## src/rtl/sync_fifo_ctl.sv

```systemverilog
// Parametrised single-clock FIFO: arbitrary depth, occupancy count, almost flags,
// sticky overflow/underflow, optional FWFT read. Define FIFO_HIGH_WATER_EN for high_water.
module sync_fifo_ctl #(
  parameter int unsigned WIDTH    = 8,
  parameter int unsigned LENGTH   = 4,
  parameter int unsigned AF_LEVEL = LENGTH - 1,
  parameter int unsigned AE_LEVEL = 1,
  parameter int unsigned FWFT     = 0
) (
  input  logic                          clk,
  input  logic                          rst,
  input  logic                          wr_cs,
  input  logic                          wr_en,
  input  logic [WIDTH-1:0]              in,
  input  logic                          rd_cs,
  input  logic                          rd_en,
  output logic [WIDTH-1:0]              out,
  input  logic                          err_clr,
  output logic                          full,
  output logic                          empty,
  output logic                          almost_full,
  output logic                          almost_empty,
  output logic [$clog2(LENGTH+1)-1:0]   count,
`ifdef FIFO_HIGH_WATER_EN
  output logic [$clog2(LENGTH+1)-1:0]   high_water,
`endif
  output logic                          overflow,
  output logic                          underflow
);

  localparam int unsigned CW = $clog2(LENGTH + 1);
  localparam int unsigned PW = (LENGTH > 1) ? $clog2(LENGTH) : 1;
  localparam logic [CW-1:0] C_LEN = CW'(LENGTH);
  localparam logic [CW-1:0] C_AF  = CW'(AF_LEVEL);
  localparam logic [CW-1:0] C_AE  = CW'(AE_LEVEL);
  localparam logic [PW-1:0] C_PTR_LAST = PW'(LENGTH - 1);

  logic [WIDTH-1:0] r_mem [LENGTH];
  logic [PW-1:0]    r_wr_ptr;
  logic [PW-1:0]    r_rd_ptr;
  logic [CW-1:0]    r_count;
  logic             r_overflow;
  logic             r_underflow;

  logic             w_push_req;
  logic             w_pop_req;
  logic             w_push_ok;
  logic             w_pop_ok;
  logic             w_full;
  logic             w_empty;
  logic [PW-1:0]    w_wr_ptr_nxt;
  logic [PW-1:0]    w_rd_ptr_nxt;
  logic [CW-1:0]    w_count_nxt;

  assign w_push_req = wr_cs & wr_en;
  assign w_pop_req  = rd_cs & rd_en;
  assign w_full     = (r_count == C_LEN);
  assign w_empty    = (r_count == '0);
  assign w_pop_ok   = w_pop_req & ~w_empty;
  // A pop in the same edge frees the slot, so a push at full is still accepted.
  assign w_push_ok  = w_push_req & (~w_full | w_pop_ok);

  // Explicit wrap keeps non-power-of-two depths correct.
  assign w_wr_ptr_nxt = (r_wr_ptr == C_PTR_LAST) ? '0 : r_wr_ptr + 1'b1;
  assign w_rd_ptr_nxt = (r_rd_ptr == C_PTR_LAST) ? '0 : r_rd_ptr + 1'b1;

  always_comb begin
    w_count_nxt = r_count;
    case ({w_push_ok, w_pop_ok})
      2'b10:   w_count_nxt = r_count + 1'b1;
      2'b01:   w_count_nxt = r_count - 1'b1;
      default: w_count_nxt = r_count;
    endcase
  end

  always_ff @(posedge clk) begin
    if (rst) begin
      r_wr_ptr    <= '0;
      r_rd_ptr    <= '0;
      r_count     <= '0;
      r_overflow  <= 1'b0;
      r_underflow <= 1'b0;
    end else begin
      if (w_push_ok) r_wr_ptr <= w_wr_ptr_nxt;
      if (w_pop_ok)  r_rd_ptr <= w_rd_ptr_nxt;
      r_count <= w_count_nxt;
      if (w_push_req & ~w_push_ok) r_overflow <= 1'b1;
      else if (err_clr)            r_overflow <= 1'b0;
      if (w_pop_req & w_empty)     r_underflow <= 1'b1;
      else if (err_clr)            r_underflow <= 1'b0;
    end
  end

  always_ff @(posedge clk) begin
    if (!rst && w_push_ok) r_mem[r_wr_ptr] <= in;
  end

  generate
    if (FWFT != 0) begin : g_fwft
      assign out = r_mem[r_rd_ptr];
    end else begin : g_reg
      logic [WIDTH-1:0] r_out;
      always_ff @(posedge clk) begin
        if (rst)           r_out <= '0;
        else if (w_pop_ok) r_out <= r_mem[r_rd_ptr];
      end
      assign out = r_out;
    end
  endgenerate

`ifdef FIFO_HIGH_WATER_EN
  logic [CW-1:0] r_high_water;
  always_ff @(posedge clk) begin
    if (rst)                            r_high_water <= '0;
    else if (err_clr)                   r_high_water <= w_count_nxt;
    else if (w_count_nxt > r_high_water) r_high_water <= w_count_nxt;
  end
  assign high_water = r_high_water;
`endif

  assign full         = w_full;
  assign empty        = w_empty;
  assign almost_full  = (r_count >= C_AF);
  assign almost_empty = (r_count <= C_AE);
  assign count        = r_count;
  assign overflow     = r_overflow;
  assign underflow    = r_underflow;

endmodule
```

## config.mk

```make
export PLATFORM = sky130hd
export DESIGN_NAME = sync_fifo_ctl
export DESIGN_NICKNAME = d
export VERILOG_FILES = /design/src/rtl/sync_fifo_ctl.sv
export SDC_FILE = /design/constraint.sdc
export NUM_CORES = 1
export LEC_CHECK = 0
export ABC_CLOCK_PERIOD_IN_PS = 2400
export BUFFER_PORTS_ARGS = -buffer_cell sky130_fd_sc_hd__buf_2
export CAP_MARGIN = 10
export CORE_ASPECT_RATIO = 2
export CORE_MARGIN = 5
export CORE_UTILIZATION = 55
export CTS_CLUSTER_SIZE = 40
export DETAILED_ROUTE_END_ITERATION = 8
export PLACE_DENSITY = 0.78
export SLEW_MARGIN = 10
export SYNTH_ARGS = -nofsm -noshare
export SYNTH_HDL_FRONTEND = slang
export SYNTH_SLANG_ARGS = --single-unit
export TNS_END_PERCENT = 10
```

## constraint.sdc

```tcl
create_clock -name clk -period 2.4 [get_ports clk]
set_input_delay 0.36 -clock clk [delete_from_list [all_inputs] [get_ports clk]]
set_output_delay 0.36 -clock clk [all_outputs]
set_load 0.02 [all_outputs]
```

==> results of run 1 <==
[worst paths after layout]
kind	from	endpoint	slack (ps)
setup reg to reg	count[1]	count[2]	250
hold / removal	in[6]	r_mem[1][6]	270
hold reg to reg	out[1]	out[1]	460
setup / recovery	count[1]	count[2]	250
[layout by cell type, fill, tap and decap left out]
cell,instances
nor2_1,7
clkinv_1,1
o21ai_0,2
or2_1,1
or3_1,2
a211oi_1,1
ha_1,11
nand2_1,26
buf_2,31
o22ai_1,1
clkbuf_8,5
a32oi_1,1
nand2b_1,1
xor2_1,2
and2_1,4
a31oi_1,1
inv_8,1
dfxtp_1,17
inv_1,8
mux4_2,8
a21oi_1,15
edfxtp_1,32
buf_4,1
clkinvlp_4,2
nor2b_1,1
nor2b_2,1
nor3b_1,1
[power breakdown]
group          leakage, uW  switching (uW)  total, uW  internal, uW
Sequential        0.000427            25.5        949           924
Clock            0.0000423             269        481           212
Combinational     0.000398             136        231          94.5
Total             0.000867             431       1660          1230
[synth_stat cells, drive strengths merged, types with 3 or more instances]
master / instances / area, um2
edfxtp: 32 / 961
nand2: 26 / 97.6
dfxtp: 17 / 340
a21oi: 15 / 75.1
ha: 11 / 138
inv: 8 / 30.0
mux4: 8 / 180
nor2: 7 / 26.3
and2: 4 / 25.0
buf: 3 / 13.8
[worst reg2reg max path, delay by kind of cell (launching register included)]
kind,cells,cell delay (ps)
adders and majority gates,2,560
and+or+nand+nor,3,470
buffers and inverters,2,420
DFF,1,330
AOI/OAI and AO/OA,2,250
[layout make-up]
cell class,count,area [um2],area share
Tap cell,49,61.3,0.0267
Sequential cell,49,1300,0.566
Multi-Input combinational cell,86,646,0.281
Timing Repair Buffer,32,163,0.0707
Clock buffer,5,68.8,0.0299
Clock inverter,3,26.3,0.0114
Inverter,9,33.8,0.0147
[sequential cells by signal (all words and copies together), names as in the netlist]
register   cells
count          3
out            8
overflow       1
r_mem         32
r_rd_ptr       2
r_wr_ptr       2
underflow      1
[metal layers]
layer  global-route usage  wire (um)
met1                0.159       1240
met2                0.279       1870
met3               0.0329        137
met4               0.0768         88
met5                    0          0
[cells by family after synthesis]
group                      after synthesis  share of synthesized area
xor gates and xnor gates                 2                    0.00875
AOI/OAI and AO/OA                       21                     0.0569
buffers and inverters                   14                     0.0275
adders and majority gates               11                     0.0687
and+or+nand+nor                         44                     0.0981
muxes                                    8                     0.0900
DFF                                     49                      0.650
[metrics by stage]
stage	cells	cell area [um2]	setup slack, ps	hold slack [ps]	total power [uW]
3_5_place_dp	225	2200	282	449	1200
4_1_cts	233	2300	264	260	1680
5_1_grt	233	2300	59.9	253	1750
6_report	233	2300	251	269	1660
3_3_place_gp	225	2200	354	441	1190
2_1_floorplan	149	2000	297	459	1130
==> results_dict.tcl, run 1 <==
set metrics [dict create \
    outcome "finished, final reports clean" \
    wl_per_cell_um 14.3 \
    nets 209 \
    ant_nets 0 \
    worst_pin_slew_ps 601 \
    grt_pass1_wl_mm 5.55 \
    leakagePower_uw 0.000867 \
    p_per_area_nw_per_um2 722 \
    clk_path_buf_depth 2 \
    rsz0062_at_grt "no" \
    hold_path_class "input pin to flop" \
    grt_usage 0.154 \
    final_core_util 0.644 \
    wirelength_mm 3.34 \
    cts_root_buf "clkbuf_8" \
    ys_ff_latch 49 \
    post_cts_buffers 0 \
    finalSetupTns_ps 0 \
    grt_pass1_vias 1271 \
    yosysSeqAreaShare 0.650 \
    slowest_stage "ha_1" \
    crit_required_ps 2580 \
    period_share 0.896 \
    via_per_inst 5.12 \
    path_class "flop to flop" \
    grt_max_degree 19 \
    end_kind "flop" \
    slowest_delay_ps 350 \
    fin_crit_ps 2150 \
    hold_violations 0 \
    clock-sinks 49 \
    drv_slew 0 \
    firstDrtPassIters 3 \
    clkTransAtPathRegs_ps 90 \
    r2r_cells 9 \
    grt_overflow 0 \
    ir_drop_mv 0.557 \
    whs_path_depth 1 \
    synthArstFlopShare 0 \
    hpwl_mm 2.58 \
    netlist_instances 149 \
    synth_flop_cell "edfxtp_1" \
    fp.dieW_um 52.7 \
    numCtsBuffers 5 \
    netlist_area_um2 2000 \
    crit_arrival_ps 2330 \
    syn_avg_cell_area_um2 13.4 \
    htree_num_levels 2 \
    antennaDiodeCount 0 \
    antenna_found_initial 0 \
    synth_edf_count 32 \
    report.final.setup_viol 0 \
    gp_congestion 0.706 \
    path_buf_inv 2 \
    fp.coreArea_um2 3570 \
    fill_cells 294 \
    crit_path_max_fanout 10 \
    final_layout_size_suffix_gt1_frac 0.266 \
    syn-num-nets 175 \
    cp_cell_sequence "inv_1, ha_1, nor2b_2, or2_1, clkinv_1, ha_1, nor2b_1, o21ai_0, a21oi_1" \
    fmax_mhz 465 \
    fp-row-count 31 \
    yosys_warnings 0 \
    die_area_um2 5020 \
    max-cap-violations 0 \
    slew_headroom 0.599 \
    yosys.cell_types.count 25 \
    syn2layout_area_growth_pct 14.9 \
    path_depth 9 \
    cpMostUsedCell "ha_1" \
    fin_skew_ps 6.86 \
    cts_tree "built" \
    hold_buffers 0 \
    ctsResizeCount 0 \
    start_kind "flop" \
    drt_iter0_markers 16 \
    drc_errors 0 \
    io_buffers 31 \
    start_util 0.561 \
    cpLargestDelayFamily "adder cells" \
    io_pins 32 \
    vias 1192 \
    die_height_um 95.3 \
    clk_latency_ps 300 \
]
(Power assumes the default switching activity.)
==> inputs of run 2 (changes only) <==
--- a/config.mk
+++ b/config.mk
@@ -7,3 +7,3 @@
 export LEC_CHECK = 0
-export ABC_CLOCK_PERIOD_IN_PS = 2400
+export ABC_CLOCK_PERIOD_IN_PS = 2100
 export BUFFER_PORTS_ARGS = -buffer_cell sky130_fd_sc_hd__buf_2
@@ -16,3 +16,3 @@
 export PLACE_DENSITY = 0.78
-export SLEW_MARGIN = 10
+export SLEW_MARGIN = 0
 export SYNTH_ARGS = -nofsm -noshare
==> constraint.sdc (replaced) <==
create_clock -name clk -period 2.1 [get_ports clk]
set_input_delay 0.21 -clock clk [delete_from_list [all_inputs] [get_ports clk]]
set_output_delay 0.21 -clock clk [all_outputs]
set_load 0.02 [all_outputs]
==> run 2 against run 1 <==
  * Non-clock buffer count is 1 higher
  * Global-route usage is 1.4 points lower
  * Critical endpoint unchanged
  * Final cell count is 0.43% higher
  * Largest cell class unchanged
  * Wire length is 5.3% lower
  * Flip-flop and latch count stayed put
  * Hold slack worse by 150 ps
==> results_dict.tcl, run 2 (synthesis gave the netlist of run 1 again) <==
set metrics [dict create \
    outcome "finished, final reports clean" \
    slew_headroom 0.597 \
    gr-usage-met3 0.0297 \
    gp_congestion 0.702 \
    crit_arrival_ps 2070 \
    p_int_uw 1410 \
    grt.busiest_layer "met2" \
    hold-worst-slack_ps 115 \
    hold_path_class "input pin to flop" \
    dpl.cell_count 226 \
    ctsResizeCount 0 \
    crit_required_ps 2290 \
    start_kind "flop" \
    pwr-share-clk 0.300 \
    drt_iter0_markers 12 \
    post_cts_buffers 0 \
    cts_tree "built" \
    grt_usage 0.139 \
    finalSetupTns_ps 0 \
    grt_util_met1 0.139 \
    htree_num_levels 2 \
    grt_pass1_wl_mm 5.08 \
    drv_slew 0 \
    io_pins 32 \
    hpwl_mm 2.47 \
    grt_pass1_vias 1184 \
    fp.coreArea_um2 3570 \
    switching_share 0.268 \
    via_per_inst 5.03 \
    final_core_util 0.648 \
    cts_root_buf "clkbuf_8" \
    die_height_um 95.3 \
    largest_reg_flops 32 \
    fp-row-count 31 \
    period_share 0.895 \
    grt_use_met2 0.255 \
    vias 1177 \
    layout_commonest_cell "edfxtp_1" \
    max-cap-violations 0 \
    dpl-instance-area_um2 2210 \
    wirelength_mm 3.16 \
    fin_cells 234 \
    syn2layout_area_growth_pct 15.6 \
    crit_path_max_fanout 6 \
    grt_max_degree 19 \
    start_util 0.561 \
    layout_common_cells "edfxtp_1 (32), buf_2 (31), nand2_1 (26)" \
    p_per_area_nw_per_um2 835 \
    fin_skew_ps 10.1 \
    p_switching_uw 518 \
    ant_nets 0 \
    leakagePower_uw 0.000883 \
    drc_errors 0 \
    clk_latency_ps 310 \
    fin_crit_ps 1880 \
    antennaDiodeCount 0 \
    fp.dieW_um 52.7 \
    nets 210 \
    end_kind "flop" \
    clk_path_buf_depth 2 \
    path_class "flop to flop" \
    comb_power_share 0.137 \
    clkTransAtPathRegs_ps 90 \
    worst_pin_slew_ps 603 \
    top_register "r_mem" \
    numCtsBuffers 5 \
    io_buffers 31 \
    hold_buffers 0 \
    rsz0062_at_grt "no" \
    final_layout_size_suffix_gt1_frac 0.297 \
    wl_per_cell_um 13.5 \
    fin_area_um2 2310 \
    antenna_found_initial 0 \
    firstDrtPassIters 3 \
    grt_overflow 0 \
    seq_power_share 0.562 \
    fmax_mhz 532 \
    clock-sinks 49 \
    hold_violations 0 \
    report.final.setup_viol 0 \
    die_area_um2 5020 \
    ir_drop_mv 0.659 \
]
==> run 2: changes by cell type in the layout (fill, tap and decap cells not counted), sizes merged <==
cell | previous run | this run
buf | 32 | 33
clkinvlp | 2 | 0
inv | 9 | 11
==> run 2: power groups by stage <==
stage | registers, uW | logic (uW) | clock network, uW
3_5_place_dp | 1110 | 268 | 0
6_report | 1090 | 266 | 580
5_1_grt | 1090 | 295 | 615
2_1_floorplan | 1120 | 167 | 0
4_1_cts | 1090 | 269 | 590
3_3_place_gp | 1110 | 264 | 0
==> run 2: path summary, 6_finish.rpt <==
check	startpoint	endpoint	slack (ps)	depth (start not counted)
min reg2reg	out[3]	out[3]	460	2
max reg2reg	count[1]	count[2]	220	7
max	count[1]	count[2]	220	7
min	in[3]	r_mem[2][3]	110	1
==> run 2: final cells by class <==
cell class | instances | area (um2)
Clock buffer | 5 | 68.8
Sequential cell | 49 | 1300
Multi-Input combinational cell | 86 | 651
Timing Repair Buffer | 33 | 170
Fill cell | 291 | 1250
Clock inverter | 3 | 26.3
Tap cell | 49 | 61.3
Inverter | 9 | 33.8
==> run 2: through the flow <==
step	power (uW)	setup WS, ps
floorplan	1290	13.5
global placement	1370	212
detailed placement	1380	142
CTS	1950	99.4
global route	2000	51.7
finish	1930	221
==> run 2: critical path: stages (launching register included) <==
cell and delay, ps:
dfxtp_1 370, inv_1 120, ha_1 220, a31oi_1 240
inv_1 140, ha_1 380, o21ai_0 200, a21oi_1 90
==> run 2: routing by layer <==
metal	vias up	wire length, um
li1	598	-
met1	536	1170
met2	32	1740
met3	11	152
met4	0	91
met5	-	0
==> inputs of run 3 (changes only) <==
Settings changed: ABC_AREA set to 1, CORE_UTILIZATION 55 to 56.
==> run 3 against run 2 <==
  * Count of clock-buffer cells in the layout rose by 1
  * Combinational power up 100%
  * Sequential share of layout area fell by 4.3 points
  * Synthesized area increased by 10%
  * First-iteration DRC count increased by 120%
  * Utilization increased by 0.30 points
  * Non-clock buffer count is 5 higher
  * Die area grew 7.1%
  * Critical path depth rose by 2
  * Final cell count rose by 35%
  * Sequential power is 5% higher
  * Clock power down 7.6%
  * Critical path type unchanged
==> results_dict.tcl, run 3 <==
set metrics [dict create \
    top_register "r_mem" \
    syn-num-nets 252 \
    firstDrtPassIters 4 \
    netlist_area_um2 2210 \
    grt_pass1_wl_mm 6.24 \
    rsz0062_at_grt "no" \
    crit_required_ps 2300 \
    yosys.area.top_type_share 0.435 \
    report.final.setup_viol 0 \
    synth_flop_cell "edfxtp_1" \
    worst_pin_slew_ps 602 \
    synthArstFlopShare 0 \
    antennaDiodeCount 0 \
    p_int_uw 1510 \
    post_cts_buffers 0 \
    ys_ff_latch 49 \
    yosys.cell_types.count 22 \
    synth_edf_count 32 \
    start_util 0.575 \
    clk_latency_ps 300 \
    start_kind "flop" \
    drt_iter0_markers 26 \
    nets 290 \
    grt_usage 0.160 \
    hold_path_class "input pin to flop" \
    ys_top_cells_by_area "edfxtp_1 (43%), dfxtp_1 (15%), nand2_1 (11%), ha_1 (6.2%), nand3_1 (4.8%)" \
    clk_path_buf_depth 2 \
    fin_crit_ps 1830 \
    yosysTopAreaCell "edfxtp_1" \
    finalSetupTns_ps 0 \
    hold_violations 0 \
    fin_cells 316 \
    synth_commonest_cells "nand2_1 (67), edfxtp_1 (32), inv_1 (25), nand3_1 (21), dfxtp_1 (17)" \
    via_per_inst 4.87 \
    drv_slew 0 \
    grt_overflow 0 \
    grt_max_degree 17 \
    period_share 0.871 \
    ant_nets 0 \
    netlist_instances 226 \
    outcome "finished, final reports clean" \
    clock-sinks 49 \
    fp.coreArea_um2 3840 \
    layout_common_cells "nand2_1 (67), edfxtp_1 (32), buf_2 (31)" \
    clkTransAtPathRegs_ps 90 \
    path_class "flop to flop" \
    vias 1538 \
    wirelength_mm 3.73 \
    die_height_um 98.8 \
    yosysMostFrequentCell "nand2_1" \
    p_switching_uw 704 \
    syn2layout_area_growth_pct 13.3 \
    hold-worst-slack_ps 119 \
    comb_power_share 0.242 \
    yosysSeqAreaShare 0.589 \
    gp_congestion 0.806 \
    slew_headroom 0.598 \
    htree_num_levels 2 \
    seq_power_share 0.515 \
    numCtsBuffers 5 \
    wl_per_cell_um 11.8 \
    pwr-share-clk 0.243 \
    drc_errors 0 \
    fmax_mhz 546 \
    cts_root_buf "clkbuf_8" \
    fp.dieW_um 54.4 \
    crit_arrival_ps 2030 \
    dpl.cell_count 308 \
    finalPower_uw 2210 \
    ctsResizeCount 0 \
    leakagePower_uw 0.00112 \
    fp-row-count 32 \
    yosys_warnings 0 \
    p_per_area_nw_per_um2 883 \
    hpwl_mm 2.93 \
    largest_reg_flops 32 \
    ir_drop_mv 0.784 \
    antenna_found_initial 0 \
    fin_skew_ps 5.20 \
    crit_path_max_fanout 11 \
    max-cap-violations 0 \
    layout_commonest_cell "nand2_1" \
    syn_avg_cell_area_um2 9.78 \
    io_buffers 31 \
    end_kind "flop" \
    hold_buffers 0 \
    final_layout_size_suffix_gt1_frac 0.234 \
    grt_pass1_vias 1489 \
    die_area_um2 5380 \
    switching_share 0.319 \
    io_pins 32 \
    cts_tree "built" \
]
==> run 3: final cells by class <==
class | instances | area [um2]
clock buffers | 6 | 72.6
clock inverters | 2 | 15.0
fillers | 347 | 1340
inverters | 30 | 116
multi-input cells | 140 | 727
flip-flops and latches | 49 | 1300
well taps | 51 | 63.8
repair buffers | 38 | 208
==> run 3: worst paths after layout <==
check	end	from	cells after the start	slack, ps
hold reg to reg	overflow	overflow	2	460
hold / removal	r_mem[3][5]	in[5]	1	120
setup reg to reg	count[2]	count[1]	9	270
setup / recovery	count[2]	count[1]	9	270
==> run 3: cell families (layout without fill, tap and decap cells) <==
family                   count (synthesis)  in the layout  synth area share
buffers and inverters                   37             76            0.0821
adder cells (fa/ha/maj)                 11             11            0.0623
flip-flops                              49             49             0.589
AO/OA/AOI/OAI                           21             21            0.0612
XOR/XNOR                                 2              2           0.00793
AND/OR/NAND/NOR                        106            106             0.198
==> run 3: power groups by stage <==
stage	logic, uW	clock network, uW	registers [uW]
after floorplan	379	0	1180
after global placement	530	0	1160
after detailed placement	541	0	1160
after CTS	544	552	1140
after global routing	602	580	1150
final	536	536	1140
==> run 3: worst max-delay path, cell delays in order, from the launching register on <==
cell      delay [ps]
dfxtp_1          340
inv_1            140
ha_1             210
nand2_2           80
nand2_2          200
clkinv_2         100
ha_1             370
a21oi_1           50
o21ai_0          170
nor2_1            60
==> run 3: routing by layer <==
metal,wire length (um),track usage,part of all wire,up-vias
met2,2210,0.305,0.59,29
met4,116,0.0921,0.031,0
met5,0,0,0,-
met1,1250,0.141,0.34,700
li1,-,-,-,801
met3,147,0.0272,0.039,8
==> run 3: stage by stage <==
step                utilization  setup WS, ps  area (um2)
finish                    0.651           270        2500
global route              0.651          74.3        2500
CTS                       0.651           260        2500
detailed placement        0.629           275        2420
global placement          0.629           353        2420
floorplan                     -           107        2210
